File: src/rtl/fetch_unit.sv
// Instruction-fetch stage: owns the PC, addresses instruction memory and registers
// the fetched word for decode, with stall, redirect/flush, EBREAK halt and fault stop.
module fetch_unit #(
  parameter logic [31:0] RESET_PC   = 32'h0000_0000,
  parameter int          IMEM_DEPTH = 32,
  parameter logic [31:0] NOP_INSTR  = 32'h0000_0013
) (
  input  logic        clk,
  input  logic        reset,
  input  logic        stall,
  input  logic        redirect_valid,
  input  logic [31:0] redirect_target,
  output logic [31:0] imem_addr,
  input  logic [31:0] imem_rdata,
  output logic [31:0] if_instr,
  output logic [31:0] if_pc,
  output logic        if_valid,
  output logic        halted,
  output logic        fault,
  output logic [31:0] fault_pc
);

  localparam logic [32:0] LIMIT  = 33'(IMEM_DEPTH * 4);
  localparam logic [31:0] EBREAK = 32'h0010_0073;

  typedef enum logic [1:0] {RUN, HALT, FAULT} state_t;

  state_t      state, state_nxt;
  logic [31:0] pc_p0, pc_nxt;
  logic [31:0] instr_p1, instr_nxt;
  logic [31:0] pc_p1, pc_p1_nxt;
  logic        vld_p1, vld_nxt;
  logic [31:0] fault_pc_q, fault_pc_nxt;
  logic [32:0] pc_inc;

  function automatic logic bad_target(input logic [31:0] a);
    return (a[1:0] != 2'b00) || ({1'b0, a} >= LIMIT);
  endfunction

  function automatic logic past_end(input logic [32:0] a);
    return a >= LIMIT;
  endfunction

  assign pc_inc = {1'b0, pc_p0} + 33'd4;

  always_ff @(posedge clk) begin
    if (reset) begin
      state      <= RUN;
      pc_p0      <= RESET_PC;
      instr_p1   <= NOP_INSTR;
      pc_p1      <= 32'h0;
      vld_p1     <= 1'b0;
      fault_pc_q <= 32'h0;
    end else begin
      state      <= state_nxt;
      pc_p0      <= pc_nxt;
      instr_p1   <= instr_nxt;
      pc_p1      <= pc_p1_nxt;
      vld_p1     <= vld_nxt;
      fault_pc_q <= fault_pc_nxt;
    end
  end

  always_comb begin
    state_nxt    = state;
    pc_nxt       = pc_p0;
    instr_nxt    = instr_p1;
    pc_p1_nxt    = pc_p1;
    vld_nxt      = vld_p1;
    fault_pc_nxt = fault_pc_q;
    case (state)
      RUN: begin
        // Redirect is judged on its target alone; the word currently on the bus is discarded.
        if (redirect_valid) begin
          instr_nxt = NOP_INSTR;
          vld_nxt   = 1'b0;
          if (bad_target(redirect_target)) begin
            state_nxt    = FAULT;
            fault_pc_nxt = redirect_target;
          end else begin
            pc_nxt = redirect_target;
          end
        end else if (!stall) begin
          instr_nxt = imem_rdata;
          pc_p1_nxt = pc_p0;
          vld_nxt   = 1'b1;
          if (imem_rdata == EBREAK) begin
            state_nxt = HALT;
          end else if (past_end(pc_inc)) begin
            state_nxt    = FAULT;
            fault_pc_nxt = pc_inc[31:0];
          end else begin
            pc_nxt = pc_inc[31:0];
          end
        end
      end
      HALT:    vld_nxt = 1'b0;
      FAULT:   vld_nxt = 1'b0;
      default: state_nxt = RUN;
    endcase
  end

  always_comb begin
    imem_addr = pc_p0;
    if_instr  = instr_p1;
    if_pc     = pc_p1;
    if_valid  = vld_p1;
    fault_pc  = fault_pc_q;
    halted    = (state == HALT);
    fault     = (state == FAULT);
  end

endmodule

File: config.mk
export PLATFORM = sky130hd
export DESIGN_NAME = fetch_unit
export DESIGN_NICKNAME = d
export VERILOG_FILES = /design/src/rtl/fetch_unit.sv
export SDC_FILE = /design/constraint.sdc
export NUM_CORES = 1
export LEC_CHECK = 0
export CAP_MARGIN = 20
export CORE_UTILIZATION = 46
export CTS_CLUSTER_DIAMETER = 80
export DETAILED_ROUTE_END_ITERATION = 8
export GPL_ROUTABILITY_DRIVEN = 0
export PLACE_DENSITY = 0.86
export SYNTH_ARGS = -nofsm -noshare
export SYNTH_HDL_FRONTEND = slang
export SYNTH_SLANG_ARGS = --single-unit
File: constraint.sdc
create_clock -name clk -period 4.01 [get_ports clk]
set_input_delay 0.401 -clock clk [delete_from_list [all_inputs] [get_ports clk]]
set_output_delay 0.401 -clock clk [all_outputs]
set_load 0.02 [all_outputs]
==> results.md, run 1 <==
- Outcome: finished, final reports clean
- Ys Warns: 0
- Met1 Track Usage GR: a little over a third
- DP Wirelength: between 10 and 15 mm
- GR met3 Demand/Resource: approximately 7.4%
- Largest net degree at the start of global routing: 102
- Ys async rst share: 0%
- Initial core utilization: between 40% and 50%
- Endpoints failing hold: 0
- Leakage: approximately 0.0031 uW
- VDD IR max: approximately 0.00026 V
- Port buffer count: 198
- Most common cell in the netlist: dfxtp_1
- Placed cell area: ~0.008 mm2
- Slew margin rel.: a little under a quarter
- Final setup viols: 0
- Core Box Area: ~0.013 mm2
- PwrDens: 399 mW/mm2
- Post-synthesis sequential element count: 131
- Clock root cell: clkbuf_16
- Hold Crit Class: in2reg
- Library cells used by synthesis: between 50 and 60
- Final Critical Period: between 3 and 4 ns
- Synth area leader: dfxtp_1
- Final period util: 93.9%
- Top Family by Delay on Critical Path: compound AO/OA/AOI/OAI gates
- # hold bufs at CTS: 0
- Synth Flop Type: dfxtp_1
- Mapped Cells: a little over 700
- Row cnt: 41
- Mapped Area: a little under 0.006 mm2
- # nets final: 958
- Clock Tree Buf Depth: 2
- Grt ovf: 0
- Routed WL per cell: between 15 and 20 um
- TritonCTS Buffers: 17
- Die area: roughly 0.013 mm2
- Post-CTS setup buffers: 0
- Total Wirelength: 18.4 mm
- Worst Clk Skew: 0.00613 ns
- N_diodes: 0
- Startpoint Class: register
- Max Slew Vio Count: 0
- Slew at the pin closest to its max-slew limit: approximately 1.1 ns
- Share of post-route cells with drive strength above 1: around 6.6%
- Post-Syn Nets: 780
- Area Overhead vs Synth: 44.9%
- CTS tree: yes
- Vias per inst: roughly 5.6
- Largest stage delay, worst path: 1.00 ns
- Worst setup path class: reg2reg
- Grt met2 use: between 40% and 50%
- DRC viols: 0
- Synth top area share: 44.3%
- Sequential share of the synthesized area: 44.3%
- RSZ-0062 raised after global routing: no
- Vias: ~6000
- Final instance area: about 0.0086 mm2
- Synth area leaders: dfxtp_1 (44%), nand2_1 (7.5%), mux2i_1 (5.9%), nor2_1 (4.8%), a22oi_1 (3.7%)
- Required time of the critical path: about 4.3 ns
- Post-synth EDFFs: 0
- First-pass GRT wire length: between 20 and 30 mm
- Clock transition at path regs: approximately 0.06 ns
- Vias in the first global route: 5492
- Final Util: 68.3%
- Worst path slowest cell: o31a_2
- Commonest cells post-synth: dfxtp_1 (131), nand2_1 (119), nor2_1 (75), clkbuf_1 (39), a21oi_1 (37)
- Crit path cell chain: ha_1 -> nand4_1 -> nor3_1 -> nand4_1 -> mux2i_1 -> o2111ai_1 -> o31a_2 -> mux2i_1 -> nor2_1
- First-pass iteration count of the detailed router: 5
- Initial antenna violation count: 0
- Fmax: 266 MHz
- Starting DRT DRC Count: roughly 520
- CP max FO: 37
- Die height: between 100 and 150 um
- Max_cap viols: 0
- Cts repair resizes: 0
- Clk Latency, worst-skew pair: 0.43 ns
- GR Util All Layers: between 20% and 30%
- CP endpoint kind: register
- H-tree levels: 4
- Sum Neg Setup Slack: 0 ns
- Crit path buf inv count: 0
- Synth Area per Inst: approximately 8.4 um2
- Die W: roughly 120 um
- Busiest grt layer: met2
- I/O pin total: roughly 200
- Arrival time worst endpoint: roughly 4 ns
- Worst hold slack: 0.447 ns
- Final ANT Viol Nets: 0
- CTS sink count: 131
worst reg2reg max path: cells and delay by family, from the launching register on:
kind                     cells  cell delay [ns]
flip-flops                   1             0.48
multiplexers                 2             0.47
AND/OR/NAND/NOR              4             1.15
AO/OA/AOI/OAI                2             1.23
adder cells (fa/ha/maj)      1             0.29
metal layers:
metal	wire length (um)	share of wire [%]
met3	1520	8.2
met4	626	3.4
met5	0	0
met1	7820	42
met2	8470	46
final timing paths:
| kind | from | end | slack (ns) | cells after the start |
|---|---|---|---|---|
| max | imem_addr[2] | fault_pc[26] | 0.24 | 9 |
| min reg2reg | if_pc[31] | if_pc[31] | 0.45 | 2 |
| min | reset | imem_addr[13] | 0.45 | 3 |
| max reg2reg | imem_addr[2] | fault_pc[26] | 0.24 | 9 |
registers in the layout, indices dropped and copies added, names as in the netlist:
name,flops
fault_pc,32
if_instr,32
if_pc,32
if_valid,1
imem_addr,32
state,2
metrics by stage:
| stage | power [uW] | worst slack, ns | cells |
|---|---|---|---|
| 3_3_place_gp | 1860 | 0.454 | 1039 |
| 3_5_place_dp | 1870 | 0.381 | 1039 |
| 5_1_grt | 3530 | 0.00660 | 1071 |
| 6_report | 3420 | 0.245 | 1071 |
| 2_1_floorplan | 1650 | 0.935 | 708 |
| 4_1_cts | 3430 | 0.334 | 1071 |
where the power goes:
part,switching [uW],internal [uW]
Combinational,260,207
Clock,587,987
Sequential,32.8,1350
layout make-up:
cell class                 instances  area, um2
multi-input combinational        513       3020
inverter                          14       52.6
clock inverter                    14        163
clock buffer                      18        439
fill                             977       3990
sequential                       131       2620
timing repair buffer             209       2060
tap                              172        215
placed cells by master (no fill, tap or decap), drive strengths merged, types with 14 or more instances in the layout:
| cell | Yosys | routed |
|---|---|---|
| nand2 | 119 | 119 |
| clkbuf | 39 | 18 |
| mux2i | 35 | 35 |
| and2 | 26 | 26 |
| nor4 | 20 | 20 |
| nor2 | 75 | 75 |
| nor3 | 14 | 14 |
| nand3 | 25 | 25 |
| dfxtp | 131 | 131 |
| a22oi | 29 | 29 |
| clkdlybuf4s50 | 0 | 197 |
| a21oi | 38 | 38 |
| xnor2 | 17 | 17 |
| o21ai | 23 | 23 |
cell families (layout without fill, tap and decap cells):
group	count (synthesis)	after routing	synth area share (%)
compound gates	123	123	13.8
mux	36	36	6.17
buf+inv	64	255	4.69
xor+xnor	30	30	4.44
fa+ha+maj	4	4	0.845
simple gates	320	320	25.8
flops	131	131	44.3
(Power assumes the default switching activity.)
==> inputs of run 2 (changes only) <==
MAX_ROUTING_LAYER = met4   (was unset)
==> run 2 against run 1 <==
Sequential power about the same. Core utilization is the same. Fmax increased by 1.1%. Sequential share of layout area unchanged. Critical endpoint unchanged. Via count is 0.32% lower. Design area unchanged. Clock skew up 0.0020 ns. Clock-buffer cell count did not move. Routed wire length fell by 0.30%.
==> results.md, run 2 (same netlist as run 1, synthesis figures left out) <==
- Sequential Area: 0.00262 mm2
- Cts repair resizes: 0
- Final Critical Period: 3.73 ns
- Final ANT Viol Nets: 0
- Commonest non-fill, non-tap cells in the layout: clkdlybuf4s50_1 (197), dfxtp_1 (131), nand2_1 (119), nor2_1 (75), a21oi_1 (37)
- Most common cell after layout, fill and taps aside: clkdlybuf4s50_1
- Worst Clk Skew: 0.00813 ns
- Area Overhead vs Synth: 44.9%
- Post-CTS setup buffers: 0
- Clock Tree Buf Depth: 2
- Area of the multi-input gates: 0.00302 mm2
- Vias per inst: between 5 and 6
- Fmax: 268 MHz
- Worst r2r src: imem_addr[2]
- CTS sink count: between 100 and 150
- Sum Neg Setup Slack: 0 ns
- DRC viols: 0
- Endpoints failing hold: 0
- RR Endpoint: fault_pc[26]
- Starting DRT DRC Count: between 500 and 600
- Routed WL per cell: between 15 and 20 um
- Final instance area: about 0.0086 mm2
- First-pass GRT wire length: between 20 and 30 mm
- Sw Share: approximately 26%
- Int Pwr: 2540 uW
- I/O pin total: ~200
- R2r setup slk: between 0.2 and 0.3 ns
- Psw: roughly 880 uW
- Slew margin rel.: about 24%
- DP Wirelength: about 13 mm
- GR Util All Layers: 28.9%
- Clock transition at path regs: 0.06 ns
- Largest net degree at the start of global routing: between 100 and 150
- Hold path cells: 3
- Final period util: between 90% and 100%
- Placed cell area: approximately 0.008 mm2
- Required time of the critical path: roughly 4.3 ns
- Grt ovf: 0
- Final WS setup: between 0.2 and 0.3 ns
- Max Slew Vio Count: 0
- Clock root cell: clkbuf_16
- # hold bufs at CTS: 0
- Clk Latency, worst-skew pair: around 0.43 ns
- # nets final: around 960
- Startpoint Class: register
- Tot Pwr: about 3400 uW
- Fill cells: a little under 1000
- Flop pwr share: 40.3%
- CP max FO: 37
- VDD IR max: around 0.00026 V
- Initial core utilization: about 47%
- Vias: between 5000 and 6000
- Outcome: finished, final reports clean
- Final setup viols: 0
- PwrDens: about 400 mW/mm2
- N_diodes: 0
- Comb pwr share: 13.6%
- RSZ-0062 raised after global routing: no
- H-tree levels: 4
- Hold path start: reset
- Worst hold slack: between 0.4 and 0.5 ns
- Max_cap viols: 0
- TritonCTS Buffers: 17
- Core Box Area: between 0.01 and 0.015 mm2
- Port buffer count: 198
- CP endpoint kind: register
- Arrival time worst endpoint: about 4 ns
- Slew at the pin closest to its max-slew limit: roughly 1.1 ns
- Share of post-route cells with drive strength above 1: 6.56%
- Clock share of power: ~46%
- Die height: 115 um
- Leakage: about 0.0031 uW
- R2R cell count: 9
- Hold Crit Class: in2reg
- Total Wirelength: between 15 and 20 mm
- Row cnt: between 40 and 50
- Vias in the first global route: 5500
- CTS tree: yes
- Worst setup path class: reg2reg
- Initial antenna violation count: 0
- Die area: approximately 0.013 mm2
- Die W: 115 um
- Hold EP: imem_addr[13]
- First-pass iteration count of the detailed router: 5
- Post-Place Setup Slack: 0.381 ns
[run 2: cell counts in the layout (fill, tap and decap cells not counted)]
No cell type changed its count.
[run 2: power by group through the flow]
stage / Combinational, uW / Sequential [uW] / Clock (uW)
finish: 467 / 1380 / 1570
global route: 496 / 1380 / 1660
CTS: 464 / 1380 / 1580
detailed placement: 461 / 1400 / 0
global placement: 454 / 1400 / 0
floorplan: 204 / 1450 / 0
[run 2: worst max-delay path by stage]
stage	end	cells after the start	from	slack [ns]
2_1_floorplan	fault_pc[12]	11	imem_addr[20]	0.94
3_3_place_gp	fault_pc[29]	8	imem_addr[21]	0.45
3_5_place_dp	fault_pc[27]	9	imem_addr[2]	0.38
4_1_cts	fault_pc[26]	9	imem_addr[2]	0.33
5_1_grt	fault_pc[16]	9	imem_addr[2]	0.006
6_report	fault_pc[26]	9	imem_addr[2]	0.28
[run 2: final cells by class]
| cell class | instances | area share [%] |
|---|---|---|
| Clock buffer | 18 | 5.12 |
| Tap cell | 172 | 2.51 |
| Inverter | 14 | 0.613 |
| Timing Repair Buffer | 209 | 24.0 |
| Multi-Input combinational cell | 513 | 35.3 |
| Sequential cell | 131 | 30.6 |
| Clock inverter | 14 | 1.90 |
[run 2: routing by layer]
metal / vias to the layer above / share of wire (%) / global-route usage [%] / routed length (um)
met5: - / 0 / - / 0
li1: 2819 / - / - / -
met3: 45 / 7.2 / 6.69 / 1330
met2: 279 / 47 / 44.6 / 8570
met1: 2837 / 43 / 36.0 / 7910
met4: 0 / 3.1 / 12.5 / 562
[run 2: critical path: stages, from the launching register on]
cell and delay (ns):
dfxtp_1 0.47, ha_1 0.30, nand4_1 0.24, nor3_1 0.56, nand4_1 0.25, mux2i_1 0.17, o2111ai_1 0.22, o31a_2 0.99
mux2i_1 0.29, nor2_1 0.07
[run 2: through the flow]
step / std cells / util [%]
floorplan: 708 / -
global placement: 1039 / 63.5
detailed placement: 1039 / 63.5
CTS: 1071 / 68.3
global route: 1071 / 68.3
finish: 1071 / 68.3
==> RTL change: new RTL, flow settings as in run 2 <==
Put a register stage on the output `fault_pc`, cleared by the reset. The value now appears one clock later. The other outputs are not delayed to match.
--- a/src/rtl/fetch_unit.sv
+++ b/src/rtl/fetch_unit.sv
@@ -26,2 +26,4 @@
   typedef enum logic [1:0] {RUN, HALT, FAULT} state_t;
+
+  logic [31:0] fault_pc_d;
 
@@ -107,3 +109,3 @@
     if_valid  = vld_p1;
-    fault_pc  = fault_pc_q;
+    fault_pc_d = fault_pc_q;
     halted    = (state == HALT);
@@ -112,2 +114,10 @@
 
+  always_ff @(posedge clk) begin
+    if (reset) begin
+      fault_pc <= '0;
+    end else begin
+      fault_pc <= fault_pc_d;
+    end
+  end
+
 endmodule
Check against the original RTL: not equivalent (Yosys sat finds a counterexample within 4 cycles, from zero or initial values and one cycle with reset high).
==> RTL change against run 2 <==
Wire length rose by 4.4%; core utilization fell by 1.6 points; area after synthesis rose by 13%; power rose by 11%; sequential cell count rose by 32; critical path type unchanged; highest routed layer unchanged; setup slack improved by 110 ps; cell area rose by 9.2%; critical path depth fell by 1; largest power group is now sequential cells.
==> RTL change: results (changes against run 2) <==
* Sequential share of power at 44.7% (+4.4 points)
* Drt total wl at 19.2 mm (+4.4%)
* Slew @ Worst Pin at 1040 ps (-95.5 ps)
* IR drop worst, VDD at 0.000266 V (+2.6%)
* Met1 wire length at 8.17 mm (+3.2%)
* Met2 Use GR at 40.9% (-3.7 points)
* FF-to-FF Start: imem_addr[9]
* Core Area at 0.0140 mm^2 (+12%)
* Final Util at 66.7% (-1.6 points)
* Crit path to: fault_pc_d[7]
* Syn avg cell area at 8.65 um^2 (+3.5%)
* Fraction of registers with async set/reset at 0% (unchanged)
* Int Power at 2.92 mW (+15%)
* Synth unique cells at 56 (+1.8%)
* Synth top area cells: dfxtp_1 49%, nand2_1 6.4%, a21oi_1 4.2%
* Total track usage at 26.9% (-2.0 points)
* Filler cells at 1,133 (+16%)
* Routing usage on met1 at 34.2% (-1.8 points)
* Leak at 3.31 nW (+7.1%)
* DR vias/cell at 5.63 (+0.78%)
* Place WS at 576 ps (+194 ps)
* Hold Crit Class: reg2reg
* Met2 wire length at 9.01 mm (+5.1%)
* Signal buf overhead at 22.0% (-2.0 points)
* # nets final at 1,012 (+5.6%)
* Top cells by count, synth: 163 x dfxtp_1, 115 x nand2_1, 57 x a21oi_1, 46 x clkbuf_1, 44 x o21ai_0
* Largest net degree at the start of global routing at 68 (-33%)
* Mapped Nets at 848 (+8.7%)
* #MultiIn Comb at 542 (+5.7%)
* Outcome: finished clean
* Register area at 0.00326 mm^2 (+24%)
* Power, Total at 3.79 mW (+11%)
* Vias in the first global route at 5,972 (+8.6%)
* Worst Skew at 8.36 ps (+0.225 ps)
* DP Area at 0.00874 mm^2 (+9.6%)
* Met3 Use GR at 5.62% (-1.1 points)
* Clock Network Area Fraction at 6.69% (-0.32 points)
* Clk power at 1.69 mW (+8%)
* Clock buffers at 22 (+4)
* Area of the multi-input gates at 0.00316 mm^2 (+4.6%)
* Critical Path AT at 3920 ps (-70 ps)
* Wire length on met3 at 1.39 mm (+4.7%)
* Worst R2R Path Depth at 8 (-1)
* DPL Wire Length at 13.6 mm (+5.4%)
* Initial DRC Count at 719 (+32%)
* CP max FO at 12 (-68%)
* Post-synthesis sequential area ratio at 48.6% (+4.3 points)
-- RTL change: critical path, stage by stage (launching register included) --
cell	delay [ps]
dfxtp_1	590
nand4_1	340
nor4_1	680
nand4_1	360
a311o_1	370
nand2_1	160
o41a_1	320
nand2_1	280
o41ai_1	410
-- RTL change: worst min-delay path by stage --
stage                    from      endpoint  slack (ps)  depth (start not counted)
2_1_floorplan  fault_pc_d[10]  fault_pc[10]         430                          1
3_3_place_gp        if_pc[21]     if_pc[21]         440                          2
3_5_place_dp   fault_pc_d[17]  fault_pc[17]         450                          1
4_1_cts             if_pc[12]     if_pc[12]         460                          2
5_1_grt              if_pc[8]      if_pc[8]         460                          2
6_report            if_pc[12]     if_pc[12]         450                          2
-- RTL change: logic make-up after synthesis --
logic type | count (synthesis) | share of synthesized area (%)
compound gates | 182 | 17.2
xor+xnor | 31 | 4.04
simple gates | 318 | 24.1
fa+ha+maj | 4 | 0.745
mux | 7 | 1.08
flops | 163 | 48.6
buf+inv | 71 | 4.32
